[src/rtl/mem_arb_pkg.sv]
// Shared types and defaults for the unified instruction/data memory arbiter.
package mem_arb_pkg;

   localparam int unsigned DEFAULT_ADDR_W = 64;

   typedef enum logic [1:0] {IDLE, WAIT, RESP} arb_state_t;
   typedef enum logic {OWN_IF, OWN_D} owner_t;

endpackage

[src/rtl/instr_lane_select.sv]
// Picks one 32-bit lane of a 64-bit memory word using byte-address bit 2.
module instr_lane_select (
   input  logic [63:0] word,
   input  logic        sel_hi,
   output logic [31:0] instr
);

   assign instr = sel_hi ? word[63:32] : word[31:0];

endmodule

[src/rtl/unified_mem_arbiter.sv]
// Arbitrates one fixed-latency 64-bit memory port between instruction fetch and data access.
module unified_mem_arbiter
   import mem_arb_pkg::*;
#(
   parameter int unsigned ADDR_W     = DEFAULT_ADDR_W,
   parameter int unsigned MEM_LAT    = 1,
   parameter int unsigned MAX_STREAK = 4
) (
   input  logic              clk,
   input  logic              reset,
   input  logic              if_req,
   input  logic [ADDR_W-1:0] if_addr,
   output logic              if_ack,
   output logic [31:0]       if_rdata,
   output logic              if_err,
   input  logic              d_req,
   input  logic              d_we,
   input  logic [ADDR_W-1:0] d_addr,
   input  logic [63:0]       d_wdata,
   output logic              d_ack,
   output logic [63:0]       d_rdata,
   output logic              d_err,
   output logic [ADDR_W-1:0] mem_raddress,
   output logic [ADDR_W-1:0] mem_waddress,
   output logic [63:0]       mem_wdata,
   output logic              mem_wr,
   input  logic [63:0]       mem_rdata,
   output logic              busy
);

   localparam int unsigned CNT_W    = $clog2(MEM_LAT + 1);
   localparam int unsigned STREAK_W = $clog2(MAX_STREAK + 1);

   arb_state_t          state_q, state_d;
   owner_t              owner_q, owner_d;
   logic [ADDR_W-1:2]   addr_q, addr_d;
   logic [63:0]         wdata_q, wdata_d;
   logic                we_q, we_d;
   logic [CNT_W-1:0]    cnt_q, cnt_d;
   logic [STREAK_W-1:0] streak_q, streak_d;
   logic [31:0]         if_rdata_q, if_rdata_d;
   logic [63:0]         d_rdata_q, d_rdata_d;
   logic                if_err_q, if_err_d;
   logic                d_err_q, d_err_d;

   logic        streak_full, grant_d, grant_if, in_wait;
   logic [31:0] lane;

   instr_lane_select u_lane (
      .word   (mem_rdata),
      .sel_hi (addr_q[2]),
      .instr  (lane)
   );

   // D normally wins; IF is forced through once D has won MAX_STREAK times in a row.
   assign streak_full = (streak_q == STREAK_W'(MAX_STREAK));
   assign grant_d     = d_req && !(if_req && streak_full);
   assign grant_if    = if_req && !grant_d;

   always_comb begin
      state_d    = state_q;
      owner_d    = owner_q;
      addr_d     = addr_q;
      wdata_d    = wdata_q;
      we_d       = we_q;
      cnt_d      = cnt_q;
      streak_d   = streak_q;
      if_rdata_d = if_rdata_q;
      d_rdata_d  = d_rdata_q;
      if_err_d   = if_err_q;
      d_err_d    = d_err_q;
      unique case (state_q)
         IDLE: begin
            if (grant_d) begin
               owner_d  = OWN_D;
               addr_d   = d_addr[ADDR_W-1:2];
               wdata_d  = d_wdata;
               we_d     = d_we;
               cnt_d    = CNT_W'(MEM_LAT);
               // Cannot overflow: D is refused at saturation while IF waits.
               streak_d = if_req ? streak_q + STREAK_W'(1) : '0;
               if (d_addr[2:0] != 3'b000) begin
                  d_err_d = 1'b1;
                  state_d = RESP;
               end else begin
                  state_d = WAIT;
               end
            end else if (grant_if) begin
               owner_d  = OWN_IF;
               addr_d   = if_addr[ADDR_W-1:2];
               wdata_d  = '0;
               we_d     = 1'b0;
               cnt_d    = CNT_W'(MEM_LAT);
               streak_d = '0;
               if (if_addr[1:0] != 2'b00) begin
                  if_err_d = 1'b1;
                  state_d  = RESP;
               end else begin
                  state_d = WAIT;
               end
            end
         end
         WAIT: begin
            cnt_d = cnt_q - CNT_W'(1);
            if (cnt_q == CNT_W'(1)) begin
               if (owner_q == OWN_D) begin
                  d_rdata_d = mem_rdata;
                  d_err_d   = 1'b0;
               end else begin
                  if_rdata_d = lane;
                  if_err_d   = 1'b0;
               end
               state_d = RESP;
            end
         end
         RESP:    state_d = IDLE;
         default: state_d = IDLE;
      endcase
   end

   always_ff @(posedge clk or negedge reset) begin
      if (!reset) begin
         state_q    <= IDLE;
         owner_q    <= OWN_IF;
         addr_q     <= '0;
         wdata_q    <= '0;
         we_q       <= 1'b0;
         cnt_q      <= '0;
         streak_q   <= '0;
         if_rdata_q <= '0;
         d_rdata_q  <= '0;
         if_err_q   <= 1'b0;
         d_err_q    <= 1'b0;
      end else begin
         state_q    <= state_d;
         owner_q    <= owner_d;
         addr_q     <= addr_d;
         wdata_q    <= wdata_d;
         we_q       <= we_d;
         cnt_q      <= cnt_d;
         streak_q   <= streak_d;
         if_rdata_q <= if_rdata_d;
         d_rdata_q  <= d_rdata_d;
         if_err_q   <= if_err_d;
         d_err_q    <= d_err_d;
      end
   end

   assign in_wait      = (state_q == WAIT);
   assign mem_raddress = in_wait ? {addr_q[ADDR_W-1:3], 3'b000} : '0;
   assign mem_waddress = in_wait ? {addr_q[ADDR_W-1:3], 3'b000} : '0;
   assign mem_wdata    = in_wait ? wdata_q : '0;
   // The counter still holds MEM_LAT only in the first WAIT cycle.
   assign mem_wr       = in_wait && (owner_q == OWN_D) && we_q && (cnt_q == CNT_W'(MEM_LAT));
   assign if_ack       = (state_q == RESP) && (owner_q == OWN_IF);
   assign d_ack        = (state_q == RESP) && (owner_q == OWN_D);
   assign if_rdata     = if_rdata_q;
   assign d_rdata      = d_rdata_q;
   assign if_err       = if_err_q;
   assign d_err        = d_err_q;
   assign busy         = (state_q != IDLE);

endmodule

[config.mk]
export PLATFORM = sky130hd
export DESIGN_NAME = unified_mem_arbiter
export DESIGN_NICKNAME = d
export VERILOG_FILES = /design/src/rtl/mem_arb_pkg.sv /design/src/rtl/instr_lane_select.sv /design/src/rtl/unified_mem_arbiter.sv
export SDC_FILE = /design/constraint.sdc
export NUM_CORES = 1
export LEC_CHECK = 0
export BUFFER_PORTS_ARGS = -buffer_cell sky130_fd_sc_hd__buf_2
export CAP_MARGIN = 5
export CORE_AREA = 2 2 215 217
export CTS_BUF_LIST = sky130_fd_sc_hd__clkbuf_4 sky130_fd_sc_hd__clkbuf_8
export CTS_CLUSTER_DIAMETER = 120
export CTS_CLUSTER_SIZE = 30
export DETAILED_ROUTE_END_ITERATION = 10
export DIE_AREA = 0 0 217 219
export PLACE_DENSITY = 0.6
export SLEW_MARGIN = 20
export SYNTH_ARGS = -nofsm -noshare
export SYNTH_HDL_FRONTEND = slang
export SYNTH_HIERARCHICAL = 1
export SYNTH_SLANG_ARGS = --single-unit
[constraint.sdc]
create_clock -name clk -period 2.1 [get_ports clk]
set_input_delay 0.21 -clock clk [delete_from_list [all_inputs] [get_ports clk]]
set_output_delay 0.21 -clock clk [all_outputs]
set_load 0.01 [all_outputs]
==> summary.txt <==
GRT
  – Total Routing Usage GR: about 16%
  – Met3 usage: 3.19%
  – Met1 Usage GRT: 18.7%
  – Global-route wire length before repair: 59.9 mm
  – GRT overflow: 0
  – Most used routing layer: met2
  – Grt met2 use: 29.6%
  – Pin count of the biggest net entering global routing: 89
  – Initial antenna violation count: 2
  – Vias in the first global route: 10476

Timing
  – Fmax: between 400 and 500 MHz
  – Final hold violation count: 0
  – Min cycle time layout: 2.18 ns
  – Clock skew: about 0.036 ns
  – Worst slew margin: 51.8%
  – Final setup TNS: -2.67 ns
  – Period utilization: 104%
  – Count of pins over their slew limit: 0
  – Worst-Margin Slew: 0.718 ns
  – RSZ-0062 raised after global routing: true
  – Final Setup Violations: 91
  – Setup WS post-layout: -0.0836 ns

Clocking
  – Num CTS Buffers: 12
  – Latest clock arrival within the worst-skew pair: 0.58 ns
  – H-tree levels: 1
  – # clock sinks: 232
  – Clock-pin slew on the worst setup and hold paths: 0.17 ns
  – Clk buf depth: 3
  – CTS root buffer: clkbuf_8
  – CTS tree: yes

Floorplanning
  – Die Wd: roughly 220 um
  – Initial Util: between 20% and 30%
  – Row cnt: 78
  – Die height: between 200 and 250 um
  – I/O pin count: 555
  – Die area: 47500 um^2
  – Core Area: about 45000 um^2

Power
  – Sw frac: 35.1%
  – PD cells: between 800 and 900 nW/um^2
  – Cell internal pwr: 9.69 mW
  – Leakage: 9.17 nW
  – Clock share of power: 14.2%
  – Sequential share of power: 47.2%
  – Worst ir drop on vdd: ~0.00049 V
  – NetSw: 5.24 mW
  – Comb power frac: 38.6%

Synth
  – Post-Synth Simple-Gate Area: 12.5%
  – Yosys cell types: 35
  – Post-synthesis mux area share: 19.6%
  – Synth area leaders: dfrtp_1 (52%), and2_1 (7.0%), mux2_2 (5.9%)
  – Mapped cell area: approximately 11000 um^2
  – Area share of fa/ha/maj cells after synthesis: 0.224%
  – Yosys top cell area share: 52.0%
  – Synth Area per Inst: 11.4 um^2
  – Largest family of logic cells by synthesized area: multiplexers
  – Post-Synth XOR/XNOR Area: 0%
  – Leading area contributor after synthesis: dfrtp_1
  – Synth top cells by count: dfrtp_1 (232), nand2_1 (132), and2_1 (125)
  – Number of synthesis warnings: 6
  – Mapped Cells: 982
  – Sequential share of the synthesized area: 52.0%
  – Ys async rst share: 100%
  – Top-count cell post-synth: dfrtp_1
  – Post-synthesis compound-gate area fraction: under 10%
  – Main synth FF type: dfrtp_1
  – Yosys reg bits: 232
  – Post-synth EDFFs: 0

Setup path
  – Setup crit end kind: output pin
  – Most used cell, CP: buf_12
  – Crit Path Category: register to output pin
  – Startpoint Class: register
  – Worst path slowest cell: dfrtp_1
  – WP data arrival: 1.97 ns
  – Worst EP required: 1.89 ns
  – R2R depth: 8
  – Crit path max fanout: 6
  – Max stage delay on crit path: 0.41 ns
  – Crit path cell chain: and2b_4 > buf_12 > buf_12 > buf_16 > and2_4 > buf_6

Cells and area
  – Layout area overhead: 66.2%
  – Util after Layout: 41.2%
  – Layout fillers: 4112
  – NumNets Final: 1989
  – Fraction of layout instances using a drive strength above 1: 47.4%

Status
  – Violated checks: negative setup slack
  – Status: complete, but fails checks

Route
  – Routed vias: about 10000
  – Detail Route Antenna Nets: 0
  – Routed WL: 43.0 mm
  – DRT iter0 DRCs: 551
  – Drt via density: 4.42
  – Routed wire length per instance: 18.5 um
  – Pre-antenna DRT Iters: 5
  – Post-route DRC violation count: 0

Hold path
  – Hold Path Stages: 3
  – Worst hold path type: input port to register

Job
  – Max-Cap Viols: 0

Placement
  – Pre-CTS setup slack: 0.274 ns
  – DPL Wire Length: 26.8 mm
  – Port bufs: roughly 550
  – GPL Wtd Cong: 0.793
-- critical path: cells and delay by family (launching register included) --
kind | cells | cell delay, ns
simple gates | 2 | 0.46
buf+inv | 4 | 0.52
flops | 1 | 0.41
-- layer usage --
metal / part of all wire (%) / vias to the layer above
li1: - / 4729
met1: 39 / 5001
met2: 51 / 501
met3: 7.4 / 81
met4: 3.5 / 0
met5: 0 / -
-- per-stage QoR --
stage | hold WS (ns) | cell area, um^2 | std cells | power [mW]
3_3_place_gp | 0.209 | 14200 | 2027 | 11.9
2_1_floorplan | -0.0856 | 11200 | 987 | 9.81
6_report | 0.0637 | 18600 | 2332 | 14.9
4_1_cts | 0.00000833 | 17700 | 2320 | 14.8
5_1_grt | 0.00503 | 18600 | 2332 | 15.8
3_5_place_dp | 0.214 | 14200 | 2027 | 12.1
-- power by group through the flow --
| stage | registers, mW | clock network (mW) | logic (mW) |
|---|---|---|---|
| 5_1_grt | 7.22 | 2.42 | 6.20 |
| 3_3_place_gp | 6.98 | 0 | 4.91 |
| 2_1_floorplan | 7.33 | 0 | 2.47 |
| 6_report | 7.04 | 2.12 | 5.77 |
| 4_1_cts | 6.99 | 2.26 | 5.58 |
| 3_5_place_dp | 7.06 | 0 | 5.00 |
-- worst paths after layout --
check,end,slack (ns),start
setup / recovery,mem_waddress[58],-0.08,state_q[1]
hold / removal,d_err,0.06,d_addr[0]
setup reg to reg,d_rdata[34],0,state_q[0]
hold reg to reg,wdata_q[55],0.50,wdata_q[55]
max in group asynchronous,addr_q[22],1.26,reset
min in group asynchronous,addr_q[6],0.17,reset
-- layout by cell type, fill, tap and decap left out, drive strengths merged, types with 2 or more instances in the layout --
cell         synthesis  final
buf                107    595
mux2i               63     63
o21ai              101    101
and2               125    125
mux2               128    128
nand3                4      4
a22o                33     33
clkbuf              27     20
nor2                 8      8
conb                 1      6
dlygate4sd3          0    257
dfrtp              232    232
inv                  6     10
nand2              133    133
ha                   2      2
diode                0      2
nor3                 2      2
-- area by class of cell --
cell class / count / area (um^2) / area share, %
antenna: 2 / 5.00 / 0.0270
clock buffer: 13 / 173 / 0.930
clock inverter: 5 / 52.6 / 0.283
inverter: 6 / 22.5 / 0.121
multi-input combinational: 615 / 4750 / 25.6
sequential: 232 / 5810 / 31.3
tap: 600 / 751 / 4.04
timing repair buffer: 859 / 7000 / 37.7
-- what timing repair did --
action,4_1_cts,5_1_grt
cloned,7,9
hold buffers,257,0
hold endpoints to repair,398,0
buffers inserted,11,3
setup endpoints to repair,187,187
pin swaps,11,40
resized for setup,106,150
-- sequential cells by signal, summed over array words and instances (netlist names) --
register,flops
owner_q,1
wdata_q,64
addr_q,62
we_q,1
if_err,1
state_q,2
d_err,1
cnt_q,1
d_rdata,64
streak_q,3
if_rdata,32
-- cell families (layout without fill, tap and decap cells) --
logic type	after synthesis	after routing
simple gates	277	277
mux	191	191
other cells	1	8
fa+ha+maj	2	2
buf+inv	140	883
compound gates	139	139
flops	232	232
No activity file was read; power rests on OpenSTA's default activity.
